$ cat src/rtl/rv32i_mc_ctrl.sv
// Multi-cycle RV32I control FSM: FETCH/DECODE/EXEC/MEM/WB over a shared memory port.
// Optional RV_CTRL_PERF_EN adds cycle_cnt / instret_cnt performance counters.
module rv32i_mc_ctrl #(
  parameter int MEM_TIMEOUT = 0
) (
  input  logic        clk,
  input  logic        rst_n,
  input  logic [6:0]  opcode,
  input  logic [2:0]  funct3,
  input  logic        funct7b5,
  input  logic        branch_taken,
  input  logic        mem_ready,
  output logic        mem_req,
  output logic        mem_we,
  output logic        mem_addr_sel,
  output logic        ir_we,
  output logic        pc_we,
  output logic [1:0]  pc_sel,
  output logic        alu_a_sel,
  output logic        alu_b_sel,
  output logic [3:0]  alu_op,
  output logic        reg_we,
  output logic [1:0]  wb_sel,
  output logic        illegal,
`ifdef RV_CTRL_PERF_EN
  output logic [31:0] cycle_cnt,
  output logic [31:0] instret_cnt,
`endif
  output logic [2:0]  state_o
);

  typedef enum logic [2:0] {
    FETCH = 3'd0, DECODE = 3'd1, EXEC = 3'd2, MEM = 3'd3, WB = 3'd4, TRAP = 3'd7
  } state_t;

  localparam logic [6:0] OP_R     = 7'b0110011;
  localparam logic [6:0] OP_I     = 7'b0010011;
  localparam logic [6:0] OP_LOAD  = 7'b0000011;
  localparam logic [6:0] OP_STORE = 7'b0100011;
  localparam logic [6:0] OP_BR    = 7'b1100011;
  localparam logic [6:0] OP_JAL   = 7'b1101111;
  localparam logic [6:0] OP_JALR  = 7'b1100111;
  localparam logic [6:0] OP_LUI   = 7'b0110111;
  localparam logic [6:0] OP_AUIPC = 7'b0010111;

  localparam logic [31:0] TMO_LAST = (MEM_TIMEOUT == 0) ? 32'd0 : 32'(MEM_TIMEOUT - 1);

  state_t      state;
  logic [31:0] tmo;
  logic        legal, tmo_hit;

  always_comb begin
    legal = 1'b0;
    case (opcode)
      OP_R, OP_I, OP_LOAD, OP_STORE, OP_BR, OP_JAL, OP_JALR, OP_LUI, OP_AUIPC: legal = 1'b1;
      default: legal = 1'b0;
    endcase
  end

  // Counts consecutive wait cycles in FETCH/MEM; zero on every state entry.
  assign tmo_hit = (MEM_TIMEOUT != 0) && !mem_ready && (tmo == TMO_LAST);

  always_ff @(posedge clk or negedge rst_n) begin
    if (!rst_n) begin
      state   <= FETCH;
      illegal <= 1'b0;
      tmo     <= '0;
    end else begin
      tmo <= ((state == FETCH || state == MEM) && !mem_ready && !tmo_hit) ? tmo + 32'd1 : 32'd0;
      case (state)
        FETCH: begin
          if (mem_ready)    state <= DECODE;
          else if (tmo_hit) begin state <= TRAP; illegal <= 1'b1; end
        end
        DECODE: begin
          if (legal) state <= EXEC;
          else begin state <= TRAP; illegal <= 1'b1; end
        end
        EXEC: begin
          case (opcode)
            OP_R, OP_I, OP_LUI, OP_AUIPC: state <= WB;
            OP_LOAD, OP_STORE:            state <= MEM;
            default:                      state <= FETCH;
          endcase
        end
        MEM: begin
          if (mem_ready)    state <= (opcode == OP_LOAD) ? WB : FETCH;
          else if (tmo_hit) begin state <= TRAP; illegal <= 1'b1; end
        end
        WB:      state <= FETCH;
        TRAP:    state <= TRAP;
        default: begin state <= TRAP; illegal <= 1'b1; end
      endcase
    end
  end

  // Outputs are decoded from state and IR fields; all forced low while in reset.
  always_comb begin
    mem_req = 1'b0; mem_we = 1'b0; mem_addr_sel = 1'b0; ir_we = 1'b0;
    pc_we = 1'b0; pc_sel = 2'd0; alu_a_sel = 1'b0; alu_b_sel = 1'b0;
    alu_op = 4'd0; reg_we = 1'b0; wb_sel = 2'd0;
    if (rst_n) begin
      case (state)
        FETCH: begin
          mem_req = 1'b1;
          ir_we   = mem_ready;
        end
        EXEC: begin
          case (opcode)
            OP_R: alu_op = {funct7b5, funct3};
            OP_I: begin
              alu_b_sel = 1'b1;
              alu_op    = {(funct3 == 3'b101) & funct7b5, funct3};
            end
            OP_LOAD, OP_STORE: alu_b_sel = 1'b1;
            OP_BR: begin
              alu_op = 4'b1000;
              pc_we  = 1'b1;
              pc_sel = branch_taken ? 2'd1 : 2'd0;
            end
            OP_JAL:  begin reg_we = 1'b1; wb_sel = 2'd2; pc_we = 1'b1; pc_sel = 2'd1; end
            OP_JALR: begin reg_we = 1'b1; wb_sel = 2'd2; pc_we = 1'b1; pc_sel = 2'd2; end
            OP_AUIPC: begin alu_a_sel = 1'b1; alu_b_sel = 1'b1; end
            default: ;
          endcase
        end
        MEM: begin
          mem_req      = 1'b1;
          mem_addr_sel = 1'b1;
          mem_we       = (opcode == OP_STORE);
          pc_we        = mem_ready && (opcode == OP_STORE);
        end
        WB: begin
          reg_we = 1'b1;
          pc_we  = 1'b1;
          wb_sel = (opcode == OP_LOAD) ? 2'd1 : (opcode == OP_LUI) ? 2'd3 : 2'd0;
        end
        default: ;
      endcase
    end
  end

  assign state_o = state;

`ifdef RV_CTRL_PERF_EN
  // pc_we is high exactly on the EXEC/MEM/WB -> FETCH transitions, i.e. on retire.
  always_ff @(posedge clk or negedge rst_n) begin
    if (!rst_n) begin
      cycle_cnt   <= '0;
      instret_cnt <= '0;
    end else begin
      if (state != TRAP) cycle_cnt <= cycle_cnt + 32'd1;
      if (pc_we)         instret_cnt <= instret_cnt + 32'd1;
    end
  end
`endif

endmodule

$ cat config.mk
export PLATFORM = sky130hd
export DESIGN_NAME = rv32i_mc_ctrl
export DESIGN_NICKNAME = d
export VERILOG_FILES = /design/src/rtl/rv32i_mc_ctrl.sv
export SDC_FILE = /design/constraint.sdc
export NUM_CORES = 1
export LEC_CHECK = 0
export CORE_UTILIZATION = 27
export DETAILED_ROUTE_END_ITERATION = 10
export PLACE_DENSITY = 0.71
export SYNTH_ARGS = -nofsm -noshare
export SYNTH_HDL_FRONTEND = slang
export SYNTH_SLANG_ARGS = --single-unit
$ cat constraint.sdc
create_clock -name clk -period 3.01 [get_ports clk]
set_input_delay 0.602 -clock clk [delete_from_list [all_inputs] [get_ports clk]]
set_output_delay 0.602 -clock clk [all_outputs]
set_load 0.005 [all_outputs]
==> results.md, run 1 <==
- Status: complete, no violations
- Post-synthesis simple-gate area fraction: a little over half
- Area post-placement: approximately 1000 sq um
- CTS Buffer Depth: 2
- Syn_area_per_cell: ~7.6 sq um
- Buffers on Ports: 34
- Buf/Inv on CP: 2
- Synthesized area: about 600 sq um
- Vias in the first global route: around 700
- Fmax: 340.1 MHz
- Vias: between 700 and 800
- Crit. End Element: output pin
- Worst path cell trace: clkdlybuf4s50_1 > nand2_1 > or4_4 > a21oi_1 > clkdlybuf4s50_1
- Post-Synth Adder-Cell Area: 0%
- Max transition margin: 72.98%
- Top delay family on crit path: buffers and inverters
- Max-cap violations: 0
- Critical Path RT: 2.41 ns
- Clk_lat worst skew: 0.23 ns
- First-pass GRT wire length: about 3100 um
- Placed insts: about 150
- Place WS: -0.09112 ns
- Cell Rows: 16
- Total track usage: ~17%
- Post-Syn Nets: 93
- Critical path's slowest cell: clkdlybuf4s50_1
- Hold_buf cts: 0
- PwrDens: roughly 290 nW/um^2
- Worst ir drop on vdd: between 0.0002 and 0.00025 V
- Hold slack: between 0.4 and 0.5 ns
- Clk_skew: between 0.001 and 0.0015 ns
- Largest net degree at the start of global routing: 16
- Gpl congestion: between 0.9 and 1
- CP arrival: 2.34 ns
- CTS Root Cell: clkbuf_4
- Yosys top cell by area: dfrtp_1
- Count of final setup violators: 0
- Startpoint types: input pin
- Max incr delay on CP: 0.52 ns
- Avg Vias per Cell: roughly 5
- Yosys warns: 0
- Area share of the largest cell type after synthesis: 16.99%
- Register area share after synthesis: between 10% and 20%
- Iter 0 DRT Violations: 20
- TritonCTS buffer count: 3
- XOR/XNOR share of the synthesized area: 0%
- Area growth syn-to-layout: 81.10%
- Pre-Repair DR Iteration Count: 4
- Ports: 35
- Hold Path Class: flop to flop
- Initial antenna violation count: 0
- Total Die Area: ~2400 sq um
- DIE WIDTH: 48.72 um
- Most frequent CP cell: clkdlybuf4s50_1
- Post-synthesis compound-gate area fraction: 21.66%
- Clock transition at path regs: ~0.030 ns
- Final min period: roughly 2.9 ns
- Top cells by count, synth: 9 x nand2_1, 7 x a21oi_1, 6 x nor2_1
- RSZ-0062 raised after global routing: yes
- HP Start: illegal
- Layout fillers: slightly below 200
- ANT cells: 0
- CTS tree: built
- Routed Wire Length: approximately 1900 um
- Core Util, Final: between 50 and 60%
- Cells after Synth: just under 80
- Crit-path max FO: 2
- Unique masters post-synth: 38
- Final Hold Vio Count: 0
- Chip height: between 40 and 50 um
- Post-route DRC: 0
- WS Path Type: input pin to output pin
- Routed length per instance: 12.79 um
- Nets@finish: ~140
- Share of cells above drive strength 1: between 20% and 30%
- Async set or reset register ratio after synthesis: 100.0%
- Post-DP HPWL: around 1500 um
- Synth Register Bits: 4
- Initial core utilization: between 20% and 30%
- Actual slew at the worst max-slew pin: around 0.4 ns
- Setup ws final: just under 0.07 ns
- Final Max Slew Viols: 0
- Number of flops mapped to enable cells by yosys: 0
- Reg2reg start: state_o[2]
- Predominant post-synthesis flop cell: dfrtp_1
- Period Utilization, post-route: 97.69%
- Mux contribution to synthesized area: 0%
- H-tree Lvls: 1
- Clock Sinks: 4
- Grt total ovfl: 0
- Finished Layout Cells: between 150 and 200
- Final ANT Viol Nets: 0
- Synth top area cells: dfrtp_1 17%, a21oi_1 5.9%, nand2_1 5.7%
- Most frequent cell after synthesis: nand2_1
- Critical Path Source: opcode[1]
- P_leak: 0.4710 nW
- Core area: roughly 2000 sq um
- Largest family of logic cells by synthesized area: simple AND/OR/NAND/NOR gates
- Cell area after layout: around 1100 sq um
==> logic make-up (layout without fill, tap and decap cells) <==
| group | count (synthesis) | count (layout) |
|---|---|---|
| buffers and inverters | 9 | 55 |
| AO/OA/AOI/OAI | 18 | 18 |
| AND/OR/NAND/NOR | 47 | 47 |
| flip-flops | 4 | 4 |
==> worst reg2reg max path, stage by stage (launching register included) <==
cell,delay (ns)
dfrtp_1,0.48
o41ai_2,0.37
a21oi_1,0.11
o32a_1,0.34
==> through the flow <==
stage	TNS, ns	power [W]
global placement	-0.1023	0.0002385
detailed placement	-0.4088	0.0002425
global route	-0.02903	0.0003316
finish	0	0.0003064
CTS	0	0.0003104
floorplan	0	0.0001729
==> sequential cells by signal (all words and copies together) (netlist names) <==
register	flops
illegal	1
state_o	3
==> metal layers <==
layer	wire length, um	part of all wire, %	track usage, %	vias up
met5	0	0	0	-
met4	23	1.2	7.353	0
met3	119	6.2	4.088	4
met2	912	47	25.69	28
met1	877	45	22.14	367
li1	-	-	-	378
==> worst paths after layout <==
path	to	slack, ns	cells past startpoint
worst max-delay path	wb_sel[0]	0.07	5
worst min-delay path	illegal	0.46	1
worst max register to register	state_o[0]	1.58	3
worst min register to register	illegal	0.46	1
max in group asynchronous	state_o[2]	2.43	2
min in group asynchronous	state_o[1]	0.47	2
==> layout make-up <==
cell class / count / area [sq um] / share of cell area, %
Multi-Input combinational cell: 65 / 447.9 / 41.97
Inverter: 4 / 15.01 / 1.407
Sequential cell: 4 / 100.1 / 9.379
Clock buffer: 3 / 22.52 / 2.110
Timing Repair Buffer: 48 / 447.9 / 41.97
Tap cell: 27 / 33.78 / 3.165
==> placed cells by master, fill, tap and decap left out, types with 3 or more instances in the layout <==
master and instances:
clkdlybuf4s50_1 30, buf_4 14, nand2_1 9, a21oi_1 7, nand3_1 4, nand2b_1 4, and2_1 4, nor2_1 4
dfrtp_1 4, inv_1 3, clkbuf_4 3
==> power breakdown <==
part / switching, W / leakage (nW) / internal, W
logic: 0.0000574 / 0.422 / 0.0000887
registers: 0.0000317 / 0.0357 / 0.0000639
clock network: 0.0000202 / 0.0138 / 0.0000445
total: 0.000109 / 0.471 / 0.000197
==> timing repair <==
action / in CTS / in global routing
resized for setup: 4 / 6
setup buffers: 0 / 0
pin swaps: 1 / 3
setup endpoints to repair: 8 / 8
No activity file was read; power rests on OpenSTA's default activity.
==> run 2, diff against run 1 <==
Clock period 3.01 ns to 3.4 ns, I/O delays scaled along.
==> results.md, run 2 (synthesis results as in run 1) <==
- Total track usage: roughly 16%
- CP arrival: approximately 2.6 ns
- Routed length per instance: about 12 um
- RSZ-0062 raised after global routing: no
- Final Max Slew Viols: 0
- Max reg flops: 3
- WS Path Type: input pin to output pin
- Global route hottest layer: met2
- Post-route DRC: 0
- Vias in the first global route: just under 700
- Critical path's slowest cell: clkdlybuf4s50_1
- Most common cell after layout, fill and taps aside: clkdlybuf4s50_1
- Power Total: 0.0002638 W
- Largest net degree at the start of global routing: 16
- Iter 0 DRT Violations: 11
- Clock transition at path regs: approximately 0.030 ns
- Fmax: just over 300 MHz
- Top delay family on crit path: buffers and inverters
- Ports: 35
- ANT cells: 0
- Met3 usage: 0.9434%
- Commonest cells after routing, fill and taps aside: 34 x clkdlybuf4s50_1, 9 x nand2_1, 7 x a21oi_1, 7 x buf_4, 6 x nor2_1
- Most frequent CP cell: clkdlybuf4s50_1
- CTS Buffer Depth: 2
- Buf/Inv on CP: 2
- Met1 usage: a little over a fifth
- Clk_lat worst skew: 0.23 ns
- Grt total ovfl: 0
- Share of cells above drive strength 1: roughly 15%
- Crit. End Element: output pin
- Critical Path RT: 2.72 ns
- Worst ir drop on vdd: roughly 0.00023 V
- CTS Root Cell: clkbuf_4
- Chip height: about 49 um
- Max-cap violations: 0
- Avg Vias per Cell: 5.014
- H-tree Lvls: 1
- Cell area after layout: 1005 sq um
- Cell Rows: 16
- TritonCTS buffer count: 3
- Pre-Repair DR Iteration Count: 4
- P_leak: 0.3947 nW
- Gpl congestion: 0.8522
- Actual slew at the worst max-slew pin: 0.4182 ns
- Core area: between 2000 and 2500 sq um
- Period Utilization, post-route: between 90 and 100%
- Hold Path Class: flop to flop
- Total Die Area: 2374 sq um
- Crit-path max FO: 5
- Initial core utilization: ~29%
- Count of final setup violators: 0
- Max transition margin: ~72%
- Hold_buf cts: 0
- Status: complete, no violations
- Setup TNS: 0 ns
- Initial antenna violation count: 0
- Buffer count from post-CTS setup fixing: 0
- Met2 usage: between 20% and 30%
- Clk_skew: about 0.0011 ns
- Final Hold Vio Count: 0
- Final min period: between 3 and 4 ns
- Clock Sinks: 4
- Worst path cell trace: clkdlybuf4s50_1 > nor4bb_1 > nand3_1 > nor2_1 > and2_1 > clkdlybuf4s50_1
- Max incr delay on CP: between 0.5 and 0.6 ns
- Final ANT Viol Nets: 0
- Startpoint types: input pin
- Buffers on Ports: 34
- Area growth syn-to-layout: 70.49%
- Routed Wire Length: roughly 1800 um
- First-pass GRT wire length: approximately 3000 um
- CTS tree: built
- PwrDens: 262.6 nW/um^2
- Area post-placement: approximately 980 sq um
- Post-DP HPWL: approximately 1400 um
- Nets@finish: between 100 and 150
- Vias: about 720
- DIE WIDTH: 48.72 um
==> run 2: cell count changes in the layout (fill, tap and decap cells not counted), sizes merged <==
cell | before | now
dlymetal6s2s | 2 | 0
dlygate4sd2 | 2 | 0
buf | 14 | 7
clkdlybuf4s50 | 30 | 34
==> run 2: where the power goes <==
group	switching, W	total (W)	internal [W]
registers	0.0000277	0.0000843	0.0000566
logic	0.0000503	0.000124	0.0000738
clock network	0.0000162	0.0000554	0.0000392
total	0.0000942	0.000264	0.000170
==> run 2: routing by layer <==
metal	share of wire [%]	vias to the layer above
met4	0	0
met3	4.6	0
met5	0	-
met1	49	324
met2	47	30
li1	-	368
==> run 2: area by class of cell <==
class | instances | area, sq um
inverters | 4 | 15.01
well taps | 27 | 33.78
multi-input cells | 65 | 440.4
flip-flops and latches | 4 | 100.1
clock buffers | 3 | 22.52
repair buffers | 41 | 392.9
fillers | 205 | 997.2
==> run 2: worst paths after layout <==
kind / to / depth (start not counted) / start / slack, ns
worst min register to register: illegal / 1 / illegal / 0.47
worst max register to register: state_o[0] / 3 / state_o[2] / 1.93
max in group asynchronous: state_o[1] / 2 / rst_n / 2.44
worst max-delay path: alu_op[2] / 6 / rst_n / 0.16
worst min-delay path: illegal / 1 / illegal / 0.47
min in group asynchronous: illegal / 2 / rst_n / 0.85
==> run 2: what timing repair did <==
action,4_1_cts,5_1_grt
endpoints found under the setup margin,0,1
resized for setup,0,1
endpoints found under the hold margin,0,0
==> run 2: metrics by stage <==
step	cells	utilization [%]	hold WS, ns	setup WS (ns)
5_1_grt	144	50.19	0.5029	0.001306
3_3_place_gp	141	48.75	0.4547	0.1659
6_report	144	50.19	0.4656	0.1585
2_1_floorplan	78	-	0.3844	1.206
3_5_place_dp	141	48.75	0.4552	0.1557
4_1_cts	144	49.88	0.4677	0.1557
==> run 3, diff against run 2 <==
Settings changed: CORE_UTILIZATION 27 to 39, PLACE_DENSITY 0.71 to 0.91.
==> results.md, run 3 (synthesis results as in run 1) <==
- Status: complete, no violations
- Buffers on Ports: 34
- WS Path Type: input pin to output pin
- PwrDens: 272.1 nW/um^2
- Clock Sinks: 4
- Vias: ~740
- Fmax: approximately 300 MHz
- Flop-to-flop setup slack: 1.96 ns
- Routed Wire Length: 1751 um
- CP arrival: 2.62 ns
- Hold Path Class: flop to flop
- Cell Rows: 13
- Crit-path max FO: 5
- Post-DP HPWL: 1403 um
- Critical Path RT: 2.72 ns
- Vias in the first global route: around 620
- Gpl congestion: between 0.7 and 0.8
- Worst r2r dst: state_o[0]
- CTS tree: built
- R2R cell count: 3
- Clk pwr share: 22.4%
- Max reg flops: 3
- Layout fillers: between 100 and 150
- Max-cap violations: 0
- Sw Ratio: a little over a third
- Clk_skew: between 0.004 and 0.005 ns
- Buf/Inv on CP: 2
- Initial core utilization: 43.65%
- Cell area after layout: 979.7 sq um
- Total track usage: 24.52%
- Actual slew at the worst max-slew pin: 0.4060 ns
- Worst path cell trace: clkdlybuf4s50_1 > nand4bb_1 > or4_4 > nor2_1 > o21a_1 > clkdlybuf4s50_1
- Core area: between 1000 and 1500 sq um
- Total Die Area: between 1500 and 2000 sq um
- Ports: 35
- Pre-Repair DR Iteration Count: 4
- Comb power frac: 45.8%
- Avg Vias per Cell: between 5 and 6
- Period Utilization, post-route: 96.96%
- Final Hold Vio Count: 0
- Routed length per instance: between 10 and 15 um
- H-tree Lvls: 1
- CTS Buffer Depth: 2
- Hold_buf cts: 0
- CTS Root Cell: clkbuf_4
- Chip height: a little over 40 um
- Worst ir drop on vdd: around 0.00022 V
- Largest net degree at the start of global routing: 16
- Final ANT Viol Nets: 0
- Area of the multi-input gates: between 400 and 500 sq um
- Most common cell after layout, fill and taps aside: clkdlybuf4s50_1
- Critical path's slowest cell: clkdlybuf4s50_1
- Most frequent CP cell: clkdlybuf4s50_1
- Reg2reg start: state_o[2]
- Commonest cells after routing, fill and taps aside: 34 x clkdlybuf4s50_1, 9 x nand2_1, 7 x a21oi_1, 6 x nor2_1, 6 x buf_4
- Post-route DRC: 0
- Grt total ovfl: 0
- ANT cells: 0
- Top delay family on crit path: buffers and inverters
- Final min period: 3.297 ns
- Sw Pwr: roughly 0.0001 W
- Setup TNS: 0 ns
- Share of cells above drive strength 1: between 10% and 20%
- Startpoint types: input pin
- Clock transition at path regs: ~0.030 ns
- Critical Path Source: rst_n
- Crit. End Element: output pin
- Crit path depth: 6
- Share of power burned in registers: about a third
- TritonCTS buffer count: 3
- Iter 0 DRT Violations: 29
- Final Max Slew Viols: 0
- Max transition margin: around 73%
- P_leak: ~0.39 nW
- Count of final setup violators: 0
- First-pass GRT wire length: 2773 um
- Nets@finish: 133
- Area post-placement: 945.9 sq um
- Crit path to: wb_sel[1]
- Clk_lat worst skew: approximately 0.24 ns
- Max incr delay on CP: ~0.55 ns
- Reg area: approximately 100 sq um
- Initial antenna violation count: 0
- Area growth syn-to-layout: 66.24%
- Internal power: around 0.00017 W
- DIE WIDTH: 40.87 um
[run 3: timing repair]
item                       4_1_cts  5_1_grt
resized for setup                0        1
setup endpoints to repair        0        1
setup buffers                    0        1
[run 3: worst min path at each step]
stage / startpoint / to / slack [ns] / cells past startpoint
finish: illegal / illegal / 0.48 / 1
global route: illegal / illegal / 0.50 / 1
CTS: illegal / illegal / 0.48 / 1
detailed placement: illegal / illegal / 0.48 / 1
global placement: illegal / illegal / 0.45 / 1
floorplan: rst_n / illegal / 0.38 / 0
[run 3: cell type report]
cell class	instances	area share [%]
clock buffer	3	2.299
inverter	4	1.533
multi-input combinational	65	44.70
sequential	4	10.22
tap	15	1.916
timing repair buffer	40	39.34
[run 3: power by group through the flow]
stage               clock [W]  combinational [W]  sequential (W)
global placement            0           0.000118       0.0000832
global route        0.0000670           0.000134       0.0000872
floorplan                   0          0.0000877       0.0000653
detailed placement          0           0.000121       0.0000842
CTS                 0.0000610           0.000122       0.0000837
finish              0.0000598           0.000122       0.0000848
[run 3: per-stage QoR]
| step | worst slack (ns) | cells | utilization [%] | total power, W | hold slack, ns |
|---|---|---|---|---|---|
| 5_1_grt | -0.01214 | 131 | 72.57 | 0.0002881 | 0.5014 |
| 3_3_place_gp | 0.1038 | 127 | 70.06 | 0.0002013 | 0.4492 |
| 2_1_floorplan | 1.206 | 78 | - | 0.0001530 | 0.3844 |
| 4_1_cts | 0.1016 | 130 | 71.73 | 0.0002668 | 0.4833 |
| 6_report | 0.1034 | 131 | 72.57 | 0.0002666 | 0.4770 |
| 3_5_place_dp | 0.1149 | 127 | 70.06 | 0.0002056 | 0.4756 |
[run 3: metal layers]
| layer | share of wire [%] | global-route usage, % |
|---|---|---|
| met3 | 6.5 | 3.804 |
| met5 | 0 | 0 |
| met1 | 45 | 33.77 |
| met2 | 47 | 39.84 |
| met4 | 0.74 | 5.000 |
